===== src/rtl/fifo_uart_pkg.sv =====
// Shared constants for the FIFO-fed UART transmitter: FSM encodings,
// parity selection values and the default baud prescale.
package fifo_uart_pkg;

    localparam logic [2:0] ST_IDLE   = 3'd0;
    localparam logic [2:0] ST_START  = 3'd1;
    localparam logic [2:0] ST_DATA   = 3'd2;
    localparam logic [2:0] ST_PARITY = 3'd3;
    localparam logic [2:0] ST_STOP   = 3'd4;

    localparam logic PAR_EVEN = 1'b0;
    localparam logic PAR_ODD  = 1'b1;

    localparam int DEFAULT_PRESCALE = 16;

endpackage


===== src/rtl/fifo_uart_tx_baud_tick_gen.sv =====
// Bit-period timer: counts 0..PRESCALE-1 and flags the last cycle of each
// serial bit with tick_o. A synchronous clear holds it at zero while idle.
module baud_tick_gen
    import fifo_uart_pkg::*;
#(
    parameter int PRESCALE = DEFAULT_PRESCALE
) (
    input  logic clk_i,
    input  logic rst_i,
    input  logic clr_i,
    output logic tick_o
);

    localparam int CW = (PRESCALE > 1) ? $clog2(PRESCALE) : 1;

    logic [CW-1:0] cnt_q;
    logic [CW-1:0] cnt_d;

    assign tick_o = (cnt_q == CW'(PRESCALE - 1));

    // Next count: restart on clear or after the terminal cycle, never wraps past it.
    always_comb begin
        cnt_d = cnt_q + CW'(1);
        if (clr_i || tick_o) begin
            cnt_d = '0;
        end
    end

    // Counter register.
    always_ff @(posedge clk_i or posedge rst_i) begin
        if (rst_i) begin
            cnt_q <= '0;
        end else begin
            cnt_q <= cnt_d;
        end
    end

endmodule


===== src/rtl/fifo_uart_tx.sv =====
// FIFO read-side UART transmitter. Pops one word per frame from a
// first-word-fall-through FIFO and sends start, data LSB-first, optional
// parity and stop bits. A pop on the last STOP cycle chains the next frame
// with no idle gap.
//
// state  | meaning
// IDLE   | line high, waiting for a non-empty FIFO
// START  | start bit (0)
// DATA   | DATA_WIDTH data bits, LSB first
// PARITY | parity bit of the latched word (only if latched PAR_EN)
// STOP   | stop bit (1); may pop the next word on its last cycle
module fifo_uart_tx
    import fifo_uart_pkg::*;
#(
    parameter int DATA_WIDTH = 8,
    parameter int PRESCALE   = DEFAULT_PRESCALE
) (
    input  logic                  R_CLK,
    input  logic                  R_RST,
    input  logic                  EMPTY,
    input  logic [DATA_WIDTH-1:0] RD_DATA,
    input  logic                  PAR_EN,
    input  logic                  PAR_TYP,
    output logic                  R_INC,
    output logic                  TX_OUT,
    output logic                  BUSY
);

    localparam int BW = (DATA_WIDTH > 1) ? $clog2(DATA_WIDTH) : 1;

    logic [2:0]            state_q;
    logic [2:0]            state_d;
    logic [DATA_WIDTH-1:0] data_q;
    logic [BW-1:0]         bit_cnt_q;
    logic [BW-1:0]         bit_cnt_d;
    logic                  par_en_q;
    logic                  par_bit_q;
    logic                  tx_q;
    logic                  tx_d;
    logic                  busy_q;
    logic                  tick;
    logic                  pop;

    baud_tick_gen #(
        .PRESCALE(PRESCALE)
    ) u_baud (
        .clk_i (R_CLK),
        .rst_i (R_RST),
        .clr_i (state_q == ST_IDLE),
        .tick_o(tick)
    );

    // Reset is gated in so no pop is requested while the block is held in reset.
    assign pop = !R_RST && !EMPTY &&
                 ((state_q == ST_IDLE) || ((state_q == ST_STOP) && tick));

    assign R_INC  = pop;
    assign TX_OUT = tx_q;
    assign BUSY   = busy_q;

    // Next state, bit index and line level for the coming cycle.
    always_comb begin
        state_d   = state_q;
        bit_cnt_d = bit_cnt_q;
        case (state_q)
            ST_IDLE: begin
                if (pop) begin
                    state_d   = ST_START;
                    bit_cnt_d = '0;
                end
            end
            ST_START: begin
                if (tick) begin
                    state_d   = ST_DATA;
                    bit_cnt_d = '0;
                end
            end
            ST_DATA: begin
                if (tick) begin
                    if (bit_cnt_q == BW'(DATA_WIDTH - 1)) begin
                        state_d = par_en_q ? ST_PARITY : ST_STOP;
                    end else begin
                        bit_cnt_d = bit_cnt_q + BW'(1);
                    end
                end
            end
            ST_PARITY: begin
                if (tick) begin
                    state_d = ST_STOP;
                end
            end
            ST_STOP: begin
                if (tick) begin
                    state_d   = pop ? ST_START : ST_IDLE;
                    bit_cnt_d = '0;
                end
            end
            default: begin
                state_d   = ST_IDLE;
                bit_cnt_d = '0;
            end
        endcase

        case (state_d)
            ST_START:  tx_d = 1'b0;
            ST_DATA:   tx_d = data_q[bit_cnt_d];
            ST_PARITY: tx_d = par_bit_q;
            default:   tx_d = 1'b1;
        endcase
    end

    // FSM, frame registers and registered line/busy outputs.
    always_ff @(posedge R_CLK or posedge R_RST) begin
        if (R_RST) begin
            state_q   <= ST_IDLE;
            data_q    <= '0;
            bit_cnt_q <= '0;
            par_en_q  <= 1'b0;
            par_bit_q <= 1'b0;
            tx_q      <= 1'b1;
            busy_q    <= 1'b0;
        end else begin
            state_q   <= state_d;
            bit_cnt_q <= bit_cnt_d;
            tx_q      <= tx_d;
            busy_q    <= (state_d != ST_IDLE);
            if (pop) begin
                data_q    <= RD_DATA;
                par_en_q  <= PAR_EN;
                par_bit_q <= (^RD_DATA) ^ (PAR_TYP == PAR_ODD);
            end
        end
    end

endmodule


===== config.mk =====
export PLATFORM = sky130hd
export DESIGN_NAME = fifo_uart_tx
export DESIGN_NICKNAME = d
export VERILOG_FILES = /design/src/rtl/fifo_uart_pkg.sv /design/src/rtl/fifo_uart_tx_baud_tick_gen.sv /design/src/rtl/fifo_uart_tx.sv
export SDC_FILE = /design/constraint.sdc
export NUM_CORES = 1
export LEC_CHECK = 0
export ABC_AREA = 0
export BUFFER_PORTS_ARGS = -buffer_cell sky130_fd_sc_hd__buf_2
export CAP_MARGIN = 20
export CELL_PAD_IN_SITES_DETAIL_PLACEMENT = 1
export CELL_PAD_IN_SITES_GLOBAL_PLACEMENT = 1
export CORE_MARGIN = 8
export CORE_UTILIZATION = 39
export CTS_CLUSTER_SIZE = 20
export DETAILED_ROUTE_END_ITERATION = 10
export PLACE_DENSITY_LB_ADDON = 0.1
export SLEW_MARGIN = 20
export SYNTH_ARGS = -nofsm -noshare
export SYNTH_HDL_FRONTEND = slang
export SYNTH_SLANG_ARGS = --single-unit

===== constraint.sdc =====
create_clock -name R_CLK -period 1.93 [get_ports R_CLK]
set_input_delay 0.193 -clock R_CLK [delete_from_list [all_inputs] [get_ports R_CLK]]
set_output_delay 0.193 -clock R_CLK [all_outputs]
set_load 0.02 [all_outputs]

# == Yosys cells after proc, flatten, opt, wreduce, memory -nomap -nowiden ==
# Index checks and enable logic that the tools add are counted.
# op_classes
n_reduce_logical,11
muxes,18
bitwise_logic,1
n_eq_ne,9
magnitude_cmp,1
addsub,2
# ops
op,n
$mux W3,11
$pmux W3 S5,1
$eq A3 B2 Y1 const B,4
$pmux W3 S4,1
$reduce_xor A8 Y1,1
$eq A3 B1 Y1 const B,2
$eq A3 B3 Y1 const B,2
$add A4 B1 Y4 const B,1
$eq A4 B4 Y1 const B,1
$lt A3 B4 Y1 const B,1
$mux W4,1
$add A3 B1 Y3 const B,1
$bmux W1 S3,1
$logic_and A1 B1 Y1,3
$logic_not A3 Y1,1
$pmux W1 S3,1
$reduce_bool A3 Y1,1
$logic_not A1 Y1,2
$logic_or A1 B1 Y1,2
$mux W1,2
$reduce_or A2 Y1,1
$xor A1 B1 Y1,1
# word_totals
wordCells,50
reg_bits,22
output_inout_bits,3

# == Logic depth before layout (Yosys ltp) ==
# Gate-level depths: netlist (run 1).
# depth
depth_word,9
mapped_depth,9
mapped_depth_nobuf,9

# == Modules after synthesis ==
# From an unflattened synthesis (run 1), not the netlist that was laid out.
# unflattened
cells_unflattened,135
hier_area_um2,1372.6
# modules_own_cells
mod,cells_per_inst,area_each_um2,instances
fifo_uart_tx,121,1197.4,1
baud_tick_gen,14,175.2,1

# == Worst setup path after synthesis (run 1) ==
# No wires, ideal clock.
# synth_path
path_type,register -> register
start,reg u_baud.cnt_q[0]
end,reg data_q[0]
setup_ns,0.125
path_slack_ns,-0.147
required_time_ns,1.805
period_less_slack_ns,2.077
path_stages_with_launch,6
t_arrival_ns,1.952
path_cell_list,dfrtp_1 > ha_1 > nand3_2 > a2111oi_2 > buf_2 > mux2_2
# synth_between
elab_chain_cells,4
# synth_lines
item,line_no,rtl
start: declaration,fifo_uart_tx_baud_tick_gen.sv:16,logic [CW-1:0] cnt_q;
start signal: assignment,fifo_uart_tx_baud_tick_gen.sv:34,cnt_q <= cnt_d;
$eq A4 B4 Y1,fifo_uart_tx_baud_tick_gen.sv:19,assign tick_o = (cnt_q == CW'(PRESCALE - 1));
$logic_and A1 B1 Y1,fifo_uart_tx.sv:55,((state_q == ST_IDLE) || ((state_q == ST_STOP) && tick));
$logic_or A1 B1 Y1,fifo_uart_tx.sv:55,
$logic_and A1 B1 Y1,fifo_uart_tx.sv:54,assign pop = !R_RST && !EMPTY &&
named net R_INC,fifo_uart_tx.sv:24,"output logic R_INC,"
end signal: assignment,fifo_uart_tx.sv:116,data_q <= '0;
end signal: assignment,fifo_uart_tx.sv:128,data_q <= RD_DATA;
end: declaration,fifo_uart_tx.sv:33,logic [DATA_WIDTH-1:0] data_q;
# The timed path passes the listed nets, and every way through them passes these cells.
# A chain may end at the register's enable or synchronous reset.

# == Worst setup path in the final report (run 1) ==
# layout_path
start,reg state_q[2]
end,"reg tx_q, in the netlist TX_OUT"
# layout_between
elab_chain_cells,9
elab_cells_between_ends,25
cone_classes,eq/ne (7); mux (13); reduce/logical (5)
# layout_lines
item,line_no,rtl
start: declaration,fifo_uart_tx.sv:31,logic [2:0] state_q;
start signal: assignment,fifo_uart_tx.sv:123,state_q <= state_d;
$eq A3 B3 Y1,"fifo_uart_tx.sv:55, fifo_uart_tx.sv:65",
$logic_and A1 B1 Y1,fifo_uart_tx.sv:55,
$logic_or A1 B1 Y1,fifo_uart_tx.sv:55,
$logic_and A1 B1 Y1,fifo_uart_tx.sv:54,
$mux W3,fifo_uart_tx.sv:67,if (pop) begin
$pmux W3 S4 (*),fifo_uart_tx.sv:65,case (state_q)
named net bit_cnt_d[1],fifo_uart_tx.sv:35,logic [BW-1:0] bit_cnt_d;
$bmux W1 S3 (*),fifo_uart_tx.sv:106,ST_DATA: tx_d = data_q[bit_cnt_d];
$mux W1 (not written as such) (*),fifo_uart_tx.sv:106,
$pmux W1 S3 (*),fifo_uart_tx.sv:104,case (state_d)
named net tx_d,fifo_uart_tx.sv:39,logic tx_d;
end signal: assignment,fifo_uart_tx.sv:125,tx_q <= tx_d;
end: declaration,fifo_uart_tx.sv:38,logic tx_q;
# The timed path passes the listed nets; every way through them passes the cells marked *. The select of a mux whose other input is x is not followed.

==> results.json, run 1 <==
{
  "status": "complete, but fails checks",
  "failed_checks": "setup timing",
  "fillCellCount": 330,
  "core_area_um2": 2950,
  "worstReg2RegEnd": "TX_OUT$_DFF_PP1_",
  "via_count": 1029,
  "synth.avg_cell_area_um2": 10.8,
  "grt_usage_pct": 13.8,
  "crit_path_start": "state_q[2]$_DFF_PP0_",
  "drive_gt1_share_pct": 51.2,
  "clk_latency_ns": 0.32,
  "synth.distinct_cells": 39,
  "power_density_nw_per_um2": 1080,
  "drt-total-wl_um": 3350,
  "dieArea_um2": 5030,
  "startpoint_type": "flop",
  "row_count": 20,
  "yosysTopAreaCellShare_pct": 44.6,
  "grt.busiest_layer": "met2",
  "viasPerCell": 5.22,
  "hp-start": "PAR_EN",
  "start_util_pct": 39.9,
  "antenna_found_initial": 0,
  "syn2layout_area_growth_pct": 48.8,
  "ys_ff_latch": 22,
  "mostFrequentLayoutCell": "buf_4",
  "final_cell_mix": "buf_4 (30), dfrtp_1 (21), buf_2 (14), mux2_4 (9), nor2_1 (8)",
  "arrival_ns": 2.36,
  "placement.cell_area_um2": 1480,
  "first_pass_iters": 3,
  "yosysSeqAreaShare_pct": 46.9,
  "rsz0062_at_grt": "true",
  "rrSetupSlack_ns": -0.17,
  "cp_top_family": "simple AND/OR/NAND/NOR gates",
  "num-nets-final": 180,
  "critPathMaxFanout": 4,
  "cts_buffers": 3,
  "stdcell_area_um2": 1750,
  "syn-num-nets": 124,
  "setup_viol": 5,
  "drc": 0,
  "seq_area_um2": 552,
  "layout_min_cycle_time_ns": 2.10,
  "skew_ns": 0.00500,
  "grt_first_pass_wirelength_um": 5520,
  "slew_headroom_pct": 68.0,
  "r2r-start": "state_q[2]$_DFF_PP0_",
  "hp-class": "in2reg",
  "yosysWarningCount": 0,
  "worst-path-buf-inv": 1,
  "root_buffer": "clkbuf_4",
  "die_height_um": 70.9,
  "clockBufferDepth": 2,
  "holdPathEnd": "par_en_q$_DFFE_PP0P_",
  "tightest_slew_ns": 0.480,
  "cts-htree-levels": 1,
  "grt_pass1_vias": 1160,
  "ios": 16,
  "path_cells": "or3b_4 > nor3_4 > nand2_2 > a31o_4 > inv_4 > mux2i_1 > a211oi_1 > o31a_1",
  "cpPeakStageDelay_ns": 0.43,
  "tritoncts": "done",
  "worstRegToRegCells": 8,
  "synth.area.top_cells": "dfrtp_1 (45%), mux2_2 (8.6%), xnor2_1 (4.5%)",
  "critical_path_required_ns": 2.19,
  "portBuffers": 15,
  "crit_slowest_cell": "or3b_4",
  "cts.clk_slew.worst_paths_ns": 0.13,
  "use_met1_pct": 15.5,
  "chipWidth_um": 70.9,
  "hpwl_um": 2400,
  "met3_usage_pct": 2.68,
  "grt_max_degree": 13,
  "antenna_cells": 0,
  "finalHoldViolations": 0,
  "drv_slew": 0,
  "end_kind": "flop",
  "leakagePower_nw": 0.826,
  "yosysTopAreaCell": "dfrtp_1",
  "final_core_util_pct": 59.3,
  "irDropWorstVdd_uv": 490,
  "fmax_mhz": 475,
  "cap_violations": 0,
  "met2_usage_pct": 24.7,
  "critical_path_class": "reg2reg",
  "drtIter0Drc": 14,
  "holdPathStages": 2,
  "synthesis.area_um2": 1180,
  "multi_input_area_um2": 683,
  "netlist_instances": 109,
  "gp_congestion": 0.825,
  "gr-total-overflow": 0,
  "finalWorstSetupSlack_ns": -0.174,
  "finalCritPeriodShare_pct": 109,
  "numClockSinks": 22,
  "wire_per_inst_um": 17.0,
  "ant_nets": 0
}
-- cell families after synthesis --
| group | Yosys count | synth area share [%] |
|---|---|---|
| and+or+nand+nor | 32 | 15.4 |
| adders and majority gates | 2 | 2.13 |
| AOI/OAI and AO/OA | 25 | 15.9 |
| buffers and inverters | 8 | 2.76 |
| xor gates and xnor gates | 10 | 7.44 |
| DFF | 22 | 46.9 |
| muxes | 10 | 9.46 |
-- registers in the layout, indices dropped and copies added, names as in the netlist --
signal        count
data_q            8
BUSY              1
bit_cnt_q         3
u_baud.cnt_q      4
state_q           3
TX_OUT            1
par_bit_q         1
par_en_q          1
-- worst max path at each step --
stage,endpoint,cells past startpoint
finish,TX_OUT$_DFF_PP1_,8
global placement,TX_OUT$_DFF_PP1_,8
floorplan,data_q[0]$_DFFE_PP0P_,5
global route,TX_OUT$_DFF_PP1_,8
CTS,TX_OUT$_DFF_PP1_,10
detailed placement,TX_OUT$_DFF_PP1_,8
-- cell usage after synthesis (all sizes together) --
| cell type | number |
|---|---|
| dfrtp | 21 |
| mux2 | 9 |
| nor2 | 9 |
| o21ai | 8 |
| inv | 6 |
| xnor2 | 6 |
| nand2 | 5 |
| a21oi | 4 |
| nand3 | 4 |
| nor3 | 4 |
| xor2 | 4 |
| nor2b | 3 |
| a211oi | 2 |
| a31o | 2 |
| buf | 2 |
| ha | 2 |
| a2111oi | 1 |
| a21o | 1 |
| a221oi | 1 |
| a311oi | 1 |
| a31oi | 1 |
| and2 | 1 |
| and2b | 1 |
| and3 | 1 |
| dfstp | 1 |
| mux2i | 1 |
| nand4 | 1 |
| o211a | 1 |
| o21a | 1 |
| o31a | 1 |
| o31ai | 1 |
| or2 | 1 |
| or2b | 1 |
| or3b | 1 |
-- where the power goes --
group	total (mW)	switching, mW	internal [mW]
Combinational	0.907	0.387	0.520
Clock	0.231	0.150	0.0808
Sequential	0.760	0.116	0.644
Total	1.90	0.653	1.24
-- cell type report --
type | instances | share of cell area (%)
multi-input combinational | 79 | 39.0
inverter | 6 | 1.43
timing repair buffer | 53 | 24.2
sequential | 22 | 31.5
clock buffer | 4 | 1.50
tap | 33 | 2.36
-- through the flow --
step	total power, mW	setup TNS, ns	worst slack [ns]	hold slack [ns]	instances
finish	1.90	-0.333	-0.174	0.105	197
floorplan	1.18	-0.658	-0.0844	0.181	109
CTS	1.81	-1.04	-0.144	0.105	195
global placement	1.45	-0.128	-0.128	0.252	180
detailed placement	1.49	-0.338	-0.156	0.260	180
global route	2.02	-1.11	-0.303	0.103	197
-- routing by layer --
layer,wire length (µm),vias up
li1,-,501
met1,1360,505
met2,1780,15
met3,107,8
met4,97,0
met5,0,-
-- timing repair --
item,4_1_cts,5_1_grt
buffers inserted,9,3
gates cloned,1,0
hold endpoints to repair,10,0
gates resized for setup,12,23
endpoints found under the setup margin,12,13
hold buffers,1,0
pin swaps,8,6
(Power assumes the default switching activity.)
==> run 2, diff against run 1 <==
--- a/config.mk
+++ b/config.mk
@@ -6,14 +6,14 @@
 export NUM_CORES = 1
 export LEC_CHECK = 0
 export ABC_AREA = 0
-export BUFFER_PORTS_ARGS = -buffer_cell sky130_fd_sc_hd__buf_2
 export CAP_MARGIN = 20
 export CELL_PAD_IN_SITES_DETAIL_PLACEMENT = 1
 export CELL_PAD_IN_SITES_GLOBAL_PLACEMENT = 1
 export CORE_MARGIN = 8
-export CORE_UTILIZATION = 39
+export CORE_UTILIZATION = 40
 export CTS_CLUSTER_SIZE = 20
 export DETAILED_ROUTE_END_ITERATION = 10
+export DONT_BUFFER_PORTS = 1
 export PLACE_DENSITY_LB_ADDON = 0.1
 export SLEW_MARGIN = 20
 export SYNTH_ARGS = -nofsm -noshare
==> run 2 against run 1 <==
Compared with the run above:
- the flow still finishes with violations (setup timing)
- wire length up 0.84%
- largest cell class unchanged
- largest power group unchanged
- count of clock-buffer cells in the layout down 1
- critical path depth down 1
- final area up 0.93%
- fmax down 2.3%
- via count down 0.87%
- final cell count down 4.6%
- first-iteration DRC count up 14%
==> results.json, run 2 (synthesized netlist as in run 1, its figures left out) <==
{
  "root_buffer": "clkbuf_4",
  "gp_congestion": 0.834,
  "num-nets-final": 173,
  "ant_nets": 0,
  "tritoncts": "done",
  "final_cell_mix": "buf_4 (29), dfrtp_1 (21), dlygate4sd3_1 (10), nor2_1 (8), xnor2_1 (6)",
  "start_util_pct": 42.3,
  "ios": 16,
  "finalWorstSetupSlack_ns": -0.222,
  "end_kind": "flop",
  "drive_gt1_share_pct": 43.3,
  "viasPerCell": 5.43,
  "via_count": 1020,
  "cts_buffers": 3,
  "finalCritPeriodShare_pct": 112,
  "cap_violations": 0,
  "hold_slack_ns": 0.133,
  "chipWidth_um": 70.3,
  "numClockSinks": 22,
  "largest-register": "data_q",
  "grt_first_pass_wirelength_um": 5450,
  "clockBufferDepth": 2,
  "first_pass_iters": 4,
  "critical_path_required_ns": 2.20,
  "fin_tns_setup_ns": -0.401,
  "layout_min_cycle_time_ns": 2.15,
  "irDropWorstVdd_uv": 792,
  "die_height_um": 70.3,
  "power_density_nw_per_um2": 1130,
  "cts-htree-levels": 1,
  "critical_path_class": "reg2reg",
  "mostFrequentLayoutCell": "buf_4",
  "failed_checks": "setup timing",
  "antenna_found_initial": 0,
  "finalHoldViolations": 0,
  "leakagePower_nw": 0.801,
  "portBuffers": 0,
  "top_regs": "data_q: 8 flops, u_baud.cnt_q: 4 flops",
  "antenna_cells": 0,
  "row_count": 19,
  "syn2layout_area_growth_pct": 50.2,
  "wire_per_inst_um": 18.0,
  "critPathMaxFanout": 4,
  "dieArea_um2": 4940,
  "drv_slew": 0,
  "fmax_mhz": 465,
  "grt_usage_pct": 13.5,
  "drc": 0,
  "crit_path_start": "state_q[2]$_DFF_PP0_",
  "drtIter0Drc": 16,
  "clk_latency_ns": 0.33,
  "drt-total-wl_um": 3380,
  "skew_ns": 0.00368,
  "hpwl_um": 2280,
  "hp-class": "in2async",
  "slew_headroom_pct": 72.7,
  "tightest_slew_ns": 0.405,
  "gr-total-overflow": 0,
  "largest_reg_flops": 8,
  "status": "complete, but fails checks",
  "startpoint_type": "flop",
  "r2r-start": "state_q[2]$_DFF_PP0_",
  "cts.clk_slew.worst_paths_ns": 0.13,
  "setup_viol": 5,
  "arrival_ns": 2.42,
  "grt_max_degree": 22,
  "core_area_um2": 2780,
  "grt_pass1_vias": 1134,
  "rsz0062_at_grt": "true"
}
[run 2: cell types whose count changed in the layout (fill, tap and decap cells not counted), sizes merged]
cell / change
buf: -17
bufinv: +1
dlygate4sd3: +9
[run 2: path summary, 6_finish.rpt]
kind	end	slack (ns)	cells past startpoint
setup / recovery	TX_OUT$_DFF_PP1_	-0.22	7
hold / removal	BUSY$_DFF_PP0_	0.13	2
setup reg to reg	TX_OUT$_DFF_PP1_	-0.22	7
hold reg to reg	data_q[6]$_DFFE_PP0P_	0.54	1
max in group asynchronous	TX_OUT$_DFF_PP1_	1.29	3
min in group R_CLK	par_bit_q$_DFFE_PP0P_	0.23	3
[run 2: where the power goes]
group          internal (mW)  switching [mW]
combinational          0.474           0.358
clock                  0.210           0.157
sequential             0.646           0.148
total                   1.33           0.663
[run 2: cell type report]
type	instances	area (µm²)
fillers	299	1010
flip-flops and latches	22	552
inverters	6	25.0
multi-input cells	79	673
well taps	31	38.8
repair buffers	46	427
clock inverters	1	30.0
clock buffers	3	22.5
[run 2: worst max-delay path: stages (launching register included)]
cell      delay, ns
dfrtp_1        0.41
or3b_4         0.42
nor3_4         0.27
nand2_2        0.12
a31o_4         0.27
a211oi_2       0.25
nor3_1         0.08
o31a_1         0.27
[run 2: stage by stage]
step / power (mW) / std cells / area, µm² / setup WS [ns] / utilization (%)
after global placement: 1.44 / 168 / 1470 / -0.0966 / 52.7
after global routing: 2.13 / 188 / 1770 / -0.298 / 63.6
after CTS: 1.91 / 183 / 1650 / -0.186 / 59.2
final: 1.99 / 188 / 1770 / -0.222 / 63.6
after detailed placement: 1.49 / 168 / 1470 / -0.176 / 52.7
after floorplan: 1.18 / 109 / 1190 / -0.0844 / -
[run 2: per-layer routing]
metal | track usage, % | part of all wire (%)
met4 | 2.90 | 1.4
met2 | 24.9 | 53
met5 | 0 | 0
met1 | 14.1 | 41
met3 | 4.80 | 4.7
[run 2: repair_timing]
item	in CTS	in global routing
gates resized for setup	9	21
hold buffers	6	4
pin swaps	6	6
hold endpoints to repair	26	4
setup buffers	5	2
cloned	0	0
setup endpoints to repair	4	12
==> run 3, diff against run 2 <==
--- a/config.mk
+++ b/config.mk
@@ -14,6 +14,8 @@
 export CTS_CLUSTER_SIZE = 20
 export DETAILED_ROUTE_END_ITERATION = 10
 export DONT_BUFFER_PORTS = 1
+export HOLD_SLACK_MARGIN = 0.15
+export MAX_ROUTING_LAYER = met4
 export PLACE_DENSITY_LB_ADDON = 0.1
 export SLEW_MARGIN = 20
 export SYNTH_ARGS = -nofsm -noshare
==> run 3 against run 2 <==
Compared with the run above:
- core utilization up 0.36 points
- setup slack better by 0.040 ns
- die area unchanged
- critical endpoint unchanged
- hold slack better by 0.096 ns
- first-iteration DRC count up 69%
- largest power group unchanged
- register-to-register slack better by 0.04 ns
- largest cell class unchanged
- the run still ends with setup timing left
==> results.json, run 3 (synthesized netlist as in run 1, its figures left out) <==
{
  "worstRegToRegCells": 8,
  "finalHoldViolations": 0,
  "viasPerCell": 5.32,
  "hp-class": "in2reg",
  "dp.cells": 168,
  "grt_pass1_vias": 1158,
  "critPathMaxFanout": 4,
  "final_core_util_pct": 63.9,
  "drc": 0,
  "swShare_pct": 33.4,
  "root_buffer": "clkbuf_4",
  "fmax_mhz": 473,
  "hpwl_um": 2280,
  "drive_gt1_share_pct": 43.0,
  "grt_first_pass_wirelength_um": 5680,
  "p_switching_uw": 668,
  "first_pass_iters": 3,
  "clk_latency_ns": 0.33,
  "drt-total-wl_um": 3430,
  "leakagePower_nw": 0.806,
  "chipWidth_um": 70.3,
  "portBuffers": 0,
  "largest-register": "data_q",
  "path_cells": "or3b_4 > nor3_4 > nand2_2 > a31o_4 > inv_4 > mux2i_1 > a211oi_1 > o31a_1",
  "power.internal_mw": 1.33,
  "finalCritPeriodShare_pct": 109,
  "arrival_ns": 2.39,
  "worst-path-buf-inv": 1,
  "tritoncts": "done",
  "antenna_found_initial": 0,
  "numClockSinks": 22,
  "skew_ns": 0.00167,
  "holdPathStages": 3,
  "status": "complete, but fails checks",
  "antenna_cells": 0,
  "mostFrequentLayoutCell": "buf_4",
  "drv_slew": 0,
  "rsz0062_at_grt": "true",
  "power_density_nw_per_um2": 1120,
  "wire_per_inst_um": 18.1,
  "top_regs": "data_q: 8 flops, u_baud.cnt_q: 4 flops",
  "finalWorstSetupSlack_ns": -0.182,
  "via_count": 1005,
  "start_util_pct": 42.3,
  "dieArea_um2": 4940,
  "cap_violations": 0,
  "layout_min_cycle_time_ns": 2.11,
  "cp_top_family": "simple AND/OR/NAND/NOR gates",
  "power_frac_comb_pct": 41.5,
  "cts-htree-levels": 1,
  "critical_path_class": "reg2reg",
  "drtIter0Drc": 27,
  "syn2layout_area_growth_pct": 51.0,
  "cts.clk_slew.worst_paths_ns": 0.13,
  "setup_viol": 6,
  "num-nets-final": 174,
  "largest_reg_flops": 8,
  "core_area_um2": 2780,
  "end_kind": "flop",
  "ios": 16,
  "clockBufferDepth": 2,
  "fin_tns_setup_ns": -0.382,
  "die_height_um": 70.3,
  "ant_nets": 0,
  "startpoint_type": "flop",
  "failed_checks": "setup timing",
  "grt_usage_pct": 14.5,
  "gp_congestion": 0.846,
  "irDropWorstVdd_uv": 710,
  "rrSetupSlack_ns": -0.18,
  "cpPeakStageDelay_ns": 0.42,
  "crit_slowest_cell": "or3b_4",
  "cp_num_cells": 8,
  "cts_buffers": 3,
  "finalNonFillerCells": 189,
  "critical_path_required_ns": 2.21,
  "seqPwrFrac_pct": 39.9,
  "row_count": 19,
  "place_ws_ns": -0.176,
  "grt_max_degree": 22,
  "gr-total-overflow": 0,
  "final_cell_mix": "buf_4 (29), dfrtp_1 (21), dlygate4sd3_1 (11), nor2_1 (8), xnor2_1 (6)",
  "slew_headroom_pct": 72.3,
  "power.share.clock_pct": 18.6,
  "tightest_slew_ns": 0.410
}
[run 3: cell types whose count changed in the layout (fill, tap and decap cells not counted)]
cell	previous run	this run
dlygate4sd3_1	10	11
[run 3: through the flow]
stage          area [µm²]  total power, mW  hold slack (ns)
4_1_cts              1700             1.92            0.197
2_1_floorplan        1190             1.18            0.181
3_5_place_dp         1470             1.49          -0.0630
6_report             1780             2.00            0.229
3_3_place_gp         1470             1.44          -0.0641
5_1_grt              1780             2.13            0.241
[run 3: power groups by stage]
stage               Sequential (mW)  Combinational [mW]  Clock (mW)
floorplan                     0.765               0.415           0
global placement              0.781               0.660           0
detailed placement            0.787               0.702           0
CTS                           0.783               0.759       0.376
global route                  0.816               0.916       0.395
finish                        0.797               0.830       0.371
[run 3: timing repair]
| action | 4_1_cts | 5_1_grt |
|---|---|---|
| buffers inserted | 5 | 2 |
| pin swaps | 6 | 7 |
| hold endpoints to repair | 31 | 0 |
| setup endpoints to repair | 4 | 12 |
| hold buffers | 11 | 0 |
| resized for setup | 9 | 21 |
[run 3: metal layers]
layer | global-route usage (%) | vias up | part of all wire [%]
met4 | 2.90 | 0 | 0.61
met3 | 4.66 | 2 | 4.0
met2 | 26.7 | 15 | 55
met5 | - | - | 0
li1 | - | 484 | -
met1 | 14.5 | 504 | 41
[run 3: tightest hold or removal path: cells and delay by family]
family        cells  cell delay, ns
XOR/XNOR          2            0.21
multiplexers      1            0.13
[run 3: path summary, 6_finish.rpt]
path                                    endpoint             startpoint
max reg2reg                     TX_OUT$_DFF_PP1_   state_q[2]$_DFF_PP0_
max in group asynchronous         BUSY$_DFF_PP0_                  R_RST
min reg2reg                par_bit_q$_DFFE_PP0P_  par_bit_q$_DFFE_PP0P_
min in group asynchronous   state_q[2]$_DFF_PP0_                  R_RST
min                        par_bit_q$_DFFE_PP0P_             RD_DATA[4]
max                             TX_OUT$_DFF_PP1_   state_q[2]$_DFF_PP0_
[run 3: cell type report]
cell class | instances | area, µm²
fillers | 300 | 1000
multi-input cells | 79 | 673
flip-flops and latches | 22 | 552
repair buffers | 47 | 437
well taps | 31 | 38.8
clock inverters | 1 | 30.0
inverters | 6 | 25.0
clock buffers | 3 | 22.5
